==> config.mk <==
export PLATFORM = sky130hd
export DESIGN_NAME = trigger_capture_ctrl
export DESIGN_NICKNAME = d
export VERILOG_FILES = /design/src/rtl/trigger_capture_ctrl.sv
export SDC_FILE = /design/constraint.sdc
export NUM_CORES = 1
export LEC_CHECK = 0
export CORE_UTILIZATION = 45
export CTS_CLUSTER_SIZE = 10
export DETAILED_ROUTE_END_ITERATION = 12
export MAX_ROUTING_LAYER = met4
export PLACE_DENSITY_LB_ADDON = 0.25
export SETUP_SLACK_MARGIN = 0.02
export SLEW_MARGIN = 30
export SYNTH_ARGS = -nofsm -noshare
export SYNTH_HDL_FRONTEND = slang
export SYNTH_SLANG_ARGS = --single-unit
==> constraint.sdc <==
create_clock -name clk -period 4.4 [get_ports clk]
set_input_delay 0.44 -clock clk [delete_from_list [all_inputs] [get_ports clk]]
set_output_delay 0.44 -clock clk [all_outputs]
set_load 0.02 [all_outputs]
==> src/rtl/trigger_capture_ctrl.sv <==
// rtl/trigger_capture_ctrl.sv - capture sequencer: arm, pre-fill, trigger wait, post count, done
// Optional TRIGGER_CAPTURE_EARLY_EN: honour a trigger event while still in PRE.
module trigger_capture_ctrl #(
  parameter int BAW = 6,
  parameter int BDW = 32,
  parameter int SDW = 32,
  parameter int SEW = 2,
  parameter int MAW = 12
) (
  input  logic           clk,
  input  logic           rst,
  output logic           bus_wready,
  input  logic           bus_wvalid,
  input  logic [BAW-1:0] bus_waddr,
  input  logic [BDW-1:0] bus_wdata,
  output logic           sti_tready,
  input  logic           sti_tvalid,
  input  logic [SEW-1:0] sti_tevent,
  input  logic [SDW-1:0] sti_tdata,
  output logic           mem_wen,
  output logic [MAW-1:0] mem_waddr,
  output logic [SDW-1:0] mem_wdata,
  output logic [2:0]     sts_state,
  output logic [MAW-1:0] sts_trg_adr,
  output logic           sts_done
);

  typedef enum logic [2:0] {
    S_IDLE = 3'd0,
    S_PRE  = 3'd1,
    S_WAIT = 3'd2,
    S_POST = 3'd3,
    S_DONE = 3'd4
  } state_t;

  state_t         state_q, state_d;
  logic [MAW-1:0] cfg_pre_q, cfg_pre_d, cfg_post_q, cfg_post_d;
  logic [MAW-1:0] wptr_q, wptr_d, cnt_q, cnt_d, trg_adr_q, trg_adr_d;
  logic [MAW-1:0] waddr_q, waddr_d;
  logic [SDW-1:0] wdata_q, wdata_d;
  logic           wen_q, wen_d, done_q, done_d;

  logic           ctrl_wr, arm, abort, capturing, trig_ok;
  logic [MAW:0]   cnt_inc;
  logic           unused_bits;

  assign bus_wready  = 1'b1;
  assign sti_tready  = 1'b1;
  assign unused_bits = ^{bus_wdata, sti_tevent};

  assign ctrl_wr   = bus_wvalid && (bus_waddr == BAW'(0));
  assign arm       = ctrl_wr && bus_wdata[0];
  assign abort     = ctrl_wr && bus_wdata[1];
  assign capturing = (state_q == S_PRE) || (state_q == S_WAIT) || (state_q == S_POST);
  // One counter serves both the pre-fill and the post-trigger phase; it restarts on each phase entry.
  assign cnt_inc   = {1'b0, cnt_q} + (MAW+1)'(1);

`ifdef TRIGGER_CAPTURE_EARLY_EN
  assign trig_ok = sti_tevent[0] && ((state_q == S_WAIT) || (state_q == S_PRE));
`else
  assign trig_ok = sti_tevent[0] && (state_q == S_WAIT);
`endif

  always_comb begin
    state_d    = state_q;
    cfg_pre_d  = cfg_pre_q;
    cfg_post_d = cfg_post_q;
    wptr_d     = wptr_q;
    cnt_d      = cnt_q;
    trg_adr_d  = trg_adr_q;
    waddr_d    = waddr_q;
    wdata_d    = wdata_q;
    wen_d      = 1'b0;

    if (bus_wvalid && (bus_waddr == BAW'(1))) cfg_pre_d  = bus_wdata[MAW-1:0];
    if (bus_wvalid && (bus_waddr == BAW'(2))) cfg_post_d = bus_wdata[MAW-1:0];

    if (abort) begin
      state_d = S_IDLE;
    end else if (capturing) begin
      if (sti_tvalid) begin
        wen_d   = 1'b1;
        waddr_d = wptr_q;
        wdata_d = sti_tdata;
        wptr_d  = wptr_q + MAW'(1);
        cnt_d   = cnt_inc[MAW-1:0];
        if (trig_ok) begin
          trg_adr_d = wptr_q;
          cnt_d     = '0;
          state_d   = (cfg_post_q == '0) ? S_DONE : S_POST;
        end else if ((state_q == S_PRE) && (cnt_inc >= {1'b0, cfg_pre_q})) begin
          cnt_d   = '0;
          state_d = S_WAIT;
        end else if ((state_q == S_POST) && (cnt_inc >= {1'b0, cfg_post_q})) begin
          state_d = S_DONE;
        end
      end
    end else if (arm) begin
      wptr_d  = '0;
      cnt_d   = '0;
      state_d = (cfg_pre_q == '0) ? S_WAIT : S_PRE;
    end

    done_d = (state_d == S_DONE) && (state_q != S_DONE);
  end

  always_ff @(posedge clk or posedge rst) begin
    if (rst) begin
      state_q    <= S_IDLE;
      cfg_pre_q  <= '0;
      cfg_post_q <= '0;
      wptr_q     <= '0;
      cnt_q      <= '0;
      trg_adr_q  <= '0;
      waddr_q    <= '0;
      wdata_q    <= '0;
      wen_q      <= 1'b0;
      done_q     <= 1'b0;
    end else begin
      state_q    <= state_d;
      cfg_pre_q  <= cfg_pre_d;
      cfg_post_q <= cfg_post_d;
      wptr_q     <= wptr_d;
      cnt_q      <= cnt_d;
      trg_adr_q  <= trg_adr_d;
      waddr_q    <= waddr_d;
      wdata_q    <= wdata_d;
      wen_q      <= wen_d;
      done_q     <= done_d;
    end
  end

  assign mem_wen     = wen_q;
  assign mem_waddr   = waddr_q;
  assign mem_wdata   = wdata_q;
  assign sts_state   = state_q;
  assign sts_trg_adr = trg_adr_q;
  assign sts_done    = done_q;

endmodule

==> metrics.txt <==
# TYPE chip_impl_metric gauge
chip_impl_metric{name="layout_area_overhead",unit="%"} 28.8
chip_impl_info{name="violations",value="DRC"} 1
chip_impl_metric{name="routabilityCongestion",unit=""} 0.943
chip_impl_metric{name="netlist.area_leader.share",unit="%"} 50.7
chip_impl_metric{name="synthDistinctLibCells",unit=""} 51
chip_impl_metric{name="finish.utilization",unit="%"} 60.1
chip_impl_metric{name="achievable-frequency",unit="MHz"} 263
chip_impl_metric{name="vdd.ir_drop.worst",unit="V"} 0.000232
chip_impl_metric{name="cts_setup_buffers",unit=""} 0
chip_impl_metric{name="starting_density_of_the_core",unit="%"} 46.7
chip_impl_metric{name="p_per_area",unit="nW/µm²"} 516
chip_impl_metric{name="max_slew_margin",unit="%"} 51.9
chip_impl_metric{name="fp.dieW",unit="µm"} 111
chip_impl_info{name="timing.critical_path.to_type",value="flip-flop"} 1
chip_impl_metric{name="path_buf_inv",unit=""} 0
chip_impl_metric{name="routed-via-count",unit=""} 3907
chip_impl_metric{name="final.setup.tns",unit="ns"} 0
chip_impl_metric{name="flip_flop_and_latch_count_after_synthesis",unit=""} 109
chip_impl_info{name="timing.hold.worst.start",value="mem_waddr[9]"} 1
chip_impl_metric{name="floorplan.core_area",unit="µm²"} 11500
chip_impl_info{name="min-delay-path-class",value="flip-flop to flip-flop"} 1
chip_impl_metric{name="antenna-diode-count",unit=""} 0
chip_impl_metric{name="detailed_place_hpwl",unit="µm"} 8700
chip_impl_info{name="rsz0062_at_grt",value="no"} 1
chip_impl_metric{name="drv.max_cap_violation_count",unit=""} 0
chip_impl_metric{name="arrival",unit="ns"} 4.10
chip_impl_info{name="yosysMostFrequentCell",value="sky130_fd_sc_hd__dfrtp_1"} 1
chip_impl_metric{name="crit_path_max_incr_delay",unit="ns"} 0.56
chip_impl_metric{name="use_met2",unit="%"} 34.1
chip_impl_metric{name="pre_cts_ws",unit="ns"} 0.602
chip_impl_metric{name="synth_enable_flop_cells",unit=""} 0
chip_impl_info{name="synth_largest_area_cell",value="sky130_fd_sc_hd__dfrtp_1"} 1
chip_impl_metric{name="grt_use_total",unit="%"} 21.2
chip_impl_metric{name="post_layout_instance_area",unit="µm²"} 6920
chip_impl_metric{name="post_synth.cell_area_avg",unit="µm²"} 11.6
chip_impl_metric{name="timing.final.hold_violations",unit=""} 0
chip_impl_metric{name="global_route.usage.met3",unit="%"} 4.70
chip_impl_metric{name="antenna_violating_nets_post_route",unit=""} 0
chip_impl_metric{name="postSynthCellCount",unit=""} 464
chip_impl_metric{name="initial_antenna_violation_count",unit=""} 0
chip_impl_metric{name="clock_path_buffers",unit=""} 2
chip_impl_info{name="crit_family",value="simple AND/OR/NAND/NOR gates"} 1
chip_impl_metric{name="numClockSinks",unit=""} 109
chip_impl_metric{name="placement.cell_area",unit="µm²"} 6650
chip_impl_info{name="tritoncts",value="built"} 1
chip_impl_info{name="worst_r2r_startpoint",value="cnt_q[0]"} 1
chip_impl_info{name="worst_setup_path_startpoint",value="cnt_q[0]"} 1
chip_impl_metric{name="clk_pin_slew_worst_paths",unit="ns"} 0.07
chip_impl_metric{name="layout_setup_ws",unit="ns"} 0.592
chip_impl_metric{name="via_count_of_the_first_global_routing_pass",unit=""} 3939
chip_impl_metric{name="die_y",unit="µm"} 111
chip_impl_metric{name="grt_remaining_overflow",unit=""} 0
chip_impl_info{name="outcome",value="complete, but fails checks"} 1
chip_impl_info{name="clock_tree.root_cell",value="sky130_fd_sc_hd__clkbuf_16"} 1
chip_impl_metric{name="layout_worst_path_cycle_share",unit="%"} 86.5
chip_impl_metric{name="clock_tree.htree_level_count",unit=""} 3
chip_impl_info{name="synth.top_cells.by_count",value="sky130_fd_sc_hd__dfrtp_1 (109), sky130_fd_sc_hd__nand2_1 (46), sky130_fd_sc_hd__mux2_4 (33)"} 1
chip_impl_info{name="worst_setup_path_category",value="flip-flop to flip-flop"} 1
chip_impl_metric{name="top_level_ports",unit=""} 139
chip_impl_info{name="startpoint_type",value="flip-flop"} 1
chip_impl_metric{name="drt_first_iter_violations",unit=""} 229
chip_impl_metric{name="finClkSkew",unit="ns"} 0.00589
chip_impl_info{name="critical_path.slowest_cell",value="sky130_fd_sc_hd__nor2_1"} 1
chip_impl_metric{name="final-setup-viol-count",unit=""} 0
chip_impl_metric{name="final-max-slew-violation-count",unit=""} 0
chip_impl_metric{name="final_cells",unit=""} 728
chip_impl_info{name="chain_of_cells_forming_the_critical_path",value="ha_1 -> nand3_1 -> or2_2 -> nor2_1 -> xor2_1 -> ha_1 -> and3_1 -> a2111oi_0 -> a21oi_1 -> nor2_1 -> mux2_2"} 1
chip_impl_metric{name="drt_first_pass_iters",unit=""} 8
chip_impl_metric{name="cts_hold_buf",unit=""} 0
chip_impl_metric{name="postSynth.asyncResetShare",unit="%"} 100
chip_impl_metric{name="drc",unit=""} 22
chip_impl_metric{name="critical_path_peak_fanout",unit=""} 9
chip_impl_metric{name="buffer_ports.inserted",unit=""} 115
chip_impl_metric{name="finish.net_count",unit=""} 683
chip_impl_metric{name="groute.layer.met1.usage",unit="%"} 26.5
chip_impl_metric{name="yosysSeqAreaShare",unit="%"} 50.7
chip_impl_metric{name="detail_route.wirelength",unit="µm"} 11900
chip_impl_metric{name="required_time_of_the_worst_setup_path",unit="ns"} 4.69
chip_impl_metric{name="place.detailed.instances",unit=""} 713
chip_impl_metric{name="clock_insertion_delay_worst_skew",unit="ns"} 0.35
chip_impl_metric{name="yosys_warnings",unit=""} 0
chip_impl_metric{name="resized_gates_after_cts",unit=""} 0
chip_impl_info{name="synth_flop_cell",value="sky130_fd_sc_hd__dfrtp_1"} 1
chip_impl_metric{name="layout.filler_cells",unit=""} 959
chip_impl_metric{name="routed_wire_length_per_instance",unit="µm"} 16.3
chip_impl_metric{name="leakage",unit="nW"} 3.19
chip_impl_metric{name="cts_inserted_buffers",unit=""} 9
chip_impl_metric{name="via_per_inst",unit=""} 5.37
chip_impl_metric{name="placementRows",unit=""} 39
chip_impl_info{name="synth_top_cells_by_area",value="sky130_fd_sc_hd__dfrtp_1 (51%), sky130_fd_sc_hd__mux2_4 (9.2%), sky130_fd_sc_hd__ha_1 (6.1%), sky130_fd_sc_hd__mux2_2 (5.2%), sky130_fd_sc_hd__nand2_1 (3.2%)"} 1
chip_impl_metric{name="grt_pass1_wl",unit="µm"} 20000
chip_impl_info{name="busiest_layer",value="met2"} 1
chip_impl_metric{name="grt_start_max_net_pins",unit=""} 50
chip_impl_metric{name="drive_gt1_share",unit="%"} 15.2
chip_impl_metric{name="mappedNetlistArea",unit="µm²"} 5380
chip_impl_metric{name="slew_of_the_pin_with_the_lowest_slew_margin",unit="ns"} 0.721
chip_impl_metric{name="die_area",unit="µm²"} 12400
chip_impl_metric{name="final_period_minus_worst_setup_slack",unit="ns"} 3.81
flip-flops by register name, summed over array words and instances, names as in the netlist:
| signal | cells |
|---|---|
| mem_wdata | 32 |
| wptr_q | 12 |
| sts_state | 3 |
| cfg_post_q | 12 |
| cnt_q | 12 |
| mem_wen | 1 |
| sts_done | 1 |
| mem_waddr | 12 |
| sts_trg_adr | 12 |
| cfg_pre_q | 12 |
where the power goes:
part / switching [mW] / internal, mW / leakage [nW]
logic: 0.669 / 0.712 / 1.72
clock network: 0.371 / 0.386 / 0.126
registers: 0.192 / 1.25 / 1.34
layer usage:
| layer | wire length (µm) | up-vias |
|---|---|---|
| li1 | - | 1856 |
| met1 | 5280 | 1949 |
| met2 | 5850 | 88 |
| met3 | 575 | 14 |
| met4 | 161 | 0 |
| met5 | 0 | - |
path summary, 6_finish.rpt:
| kind | end | slack (ns) | cells past startpoint |
|---|---|---|---|
| max in group asynchronous | cnt_q[8] | 3.01 | 3 |
| worst max-delay path | cnt_q[0] | 0.59 | 11 |
| worst max register to register | cnt_q[0] | 0.59 | 11 |
| worst min-delay path | mem_waddr[9] | 0.50 | 2 |
| min in group asynchronous | mem_wdata[31] | 0.52 | 2 |
| worst min register to register | mem_waddr[9] | 0.50 | 2 |
cells by family (layout without fill, tap and decap cells):
family          count (synthesis)  in the layout  synth area share (%)
compound gates                 72             72                  8.68
xor+xnor                       17             17                  2.77
mux                            58             58                  14.5
flops                         109            109                  50.7
buf+inv                        44            164                  4.21
fa+ha+maj                      26             26                  6.05
simple gates                  137            137                  13.0
other cells                     1              2                0.0697
worst min-delay path: stages (launching register included):
cell	delay, ns
sky130_fd_sc_hd__dfrtp_1	0.35
sky130_fd_sc_hd__nand2_1	0.05
sky130_fd_sc_hd__o21ai_0	0.07
through the flow:
step           hold WS [ns]  power (mW)
2_1_floorplan         0.494        2.29
3_3_place_gp          0.465        2.79
3_5_place_dp          0.495        2.84
4_1_cts               0.511        3.61
5_1_grt               0.521        3.77
6_report              0.501        3.58
cell type report:
| class | instances | area, µm² | share of cell area [%] |
|---|---|---|---|
| Clock inverter | 6 | 47.5 | 0.687 |
| Timing Repair Buffer | 121 | 1200 | 17.3 |
| Clock buffer | 9 | 225 | 3.25 |
| Multi-Input combinational cell | 312 | 2440 | 35.2 |
| Sequential cell | 109 | 2730 | 39.4 |
| Inverter | 28 | 110 | 1.59 |
| Tap cell | 143 | 179 | 2.58 |
placed cells by master (no fill, tap or decap), types with 6 or more instances in the layout:
cell / netlist / final
sky130_fd_sc_hd__clkdlybuf4s50_1: 0 / 115
sky130_fd_sc_hd__nand4_1: 6 / 6
sky130_fd_sc_hd__nand2_1: 46 / 46
sky130_fd_sc_hd__a21oi_1: 8 / 8
sky130_fd_sc_hd__inv_1: 27 / 26
sky130_fd_sc_hd__buf_4: 4 / 6
sky130_fd_sc_hd__o21ai_0: 28 / 28
sky130_fd_sc_hd__mux2_2: 25 / 25
sky130_fd_sc_hd__ha_1: 26 / 26
sky130_fd_sc_hd__clkbuf_16: 0 / 9
sky130_fd_sc_hd__a211oi_1: 7 / 7
sky130_fd_sc_hd__a22o_1: 8 / 8
sky130_fd_sc_hd__dfrtp_1: 109 / 109
sky130_fd_sc_hd__and3_1: 6 / 6
sky130_fd_sc_hd__nor2_1: 25 / 25
sky130_fd_sc_hd__xnor2_1: 6 / 6
sky130_fd_sc_hd__nor4_1: 6 / 6
sky130_fd_sc_hd__mux2_4: 33 / 33
sky130_fd_sc_hd__nand3_1: 17 / 17
sky130_fd_sc_hd__xor2_1: 11 / 11
No activity file was read; power rests on OpenSTA's default activity.
==> RTL change: new RTL, same flow settings <==
`MAW`: 12 -> 24.
--- a/src/rtl/trigger_capture_ctrl.sv
+++ b/src/rtl/trigger_capture_ctrl.sv
@@ -7,3 +7,3 @@
   parameter int SEW = 2,
-  parameter int MAW = 12
+  parameter int MAW = 24
 ) (
Interface: changed (resized mem_waddr and sts_trg_adr); port bits go from 139 to 163. The function was not compared with the original's and may differ.
==> RTL change against the original RTL <==
Routed wire length is 73% higher. Synthesized area rose by 69%. Sequential cell count increased by 72. Core utilization decreased by 1.1 points. Cell area increased by 68%. Highest routed layer unchanged. Clock power increased by 110%. Worst setup slack got worse by 130 ps. Power up 48%.
==> RTL change: results (changes against the original RTL) <==
* Status: finished clean
* Main area contributors after synthesis: dfrtp_1 (50%), mux2_2 (16%), ha_1 (6.9%)
* Clock Tree Root: clkbuf_16
* Port Buffers at 151 (+31%)
* Initial antenna violation count at 1 (+1)
* Drt pass-1 iters at 4 (-4)
* Worst hold path type: input pin to async pin
* Worst-Skew Late Latency at 440 ps (+90 ps)
* Dpl cells at 1182 (+66%)
* Layout net count at 1062 (+55%)
* GPL Wtd Cong at 0.894 (-5.2%)
* DR iter-0 viols at 303 (+32%)
* Sequential-to-total area share from yosys stat at 0.498 (-0.00974)
* Worst Path Max Fanout at 6 (-3)
* Syn Inst Count at 777 (+67%)
* Drt wl/cell at 16.9 um (+3.7%)
* Aggregate routed wire length at 20600 um (+73%)
* Post-synth cell types at 62 (+22%)
* Dpl hpwl at 14900 um (+72%)
* Area after DPL at 11000 sq um (+65%)
* Top cells by count, synth: dfrtp_1 (181), mux2_2 (127), inv_1 (56), ha_1 (50), nand2_1 (45)
* Clk_skew at 16.2 ps (+10.3 ps)
* Yosys top cell area share at 0.498 (-0.00974)
* Fillcell total at 1662 (+73%)
* Lkg Pwr at 5.25 nW (+64%)
* Critical-path top delay cell: dfrtp_1
* Largest net degree at the start of global routing at 73 (+46%)
* Dpl ws at 259 ps (-343 ps)
* Worst-Margin Slew at 1010 ps (+292 ps)
* GRT Resource Usage Total at 0.218 (+0.00600)
[RTL change: cell families after synthesis]
| family | after synthesis | synth area share |
|---|---|---|
| other | 1 | 0.000412 |
| AOI/OAI and AO/OA | 98 | 0.0763 |
| DFF | 181 | 0.498 |
| adders and majority gates | 50 | 0.0687 |
| and+or+nand+nor | 201 | 0.124 |
| xor gates and xnor gates | 36 | 0.0346 |
| muxes | 128 | 0.159 |
| buffers and inverters | 82 | 0.0397 |
[RTL change: where the power goes]
group	leakage (nW)	switching, mW	total, mW	internal [mW]
Combinational	2.59	0.793	1.55	0.754
Clock	0.296	0.754	1.58	0.825
Sequential	2.36	0.226	2.15	1.93
Total	5.25	1.77	5.28	3.51
[RTL change: layout make-up]
cell class,instances,area (sq um),area share
timing repair buffer,165,1650,0.143
sequential,181,4530,0.391
clock buffer,17,425,0.0367
clock inverter,15,198,0.0170
tap,265,332,0.0286
antenna,1,2.50,0.000216
inverter,56,214,0.0184
multi-input combinational,515,4240,0.366
[RTL change: layer usage]
layer / wire length (um) / global-route usage
met1: 9780 / 0.292
met2: 9680 / 0.332
met3: 771 / 0.0424
met4: 318 / 0.0693
met5: 0 / -
[RTL change: worst paths after layout]
check	slack, ps	cells after the start	endpoint	from
hold / removal	380	2	sts_trg_adr[20]	rst
setup / recovery	460	14	sts_done	cnt_q[0]
hold reg to reg	510	1	sts_trg_adr[16]	sts_trg_adr[16]
setup reg to reg	460	14	sts_done	cnt_q[0]
max in group asynchronous	3080	4	cnt_q[8]	rst
min in group clk	510	1	sts_trg_adr[16]	sts_trg_adr[16]
[RTL change: timing repair]
item / 4_1_cts / 5_1_grt
gates resized for setup: 0 / 1
hold buffers: 0 / 0
endpoints found under the hold margin: 0 / 0
endpoints found under the setup margin: 0 / 1
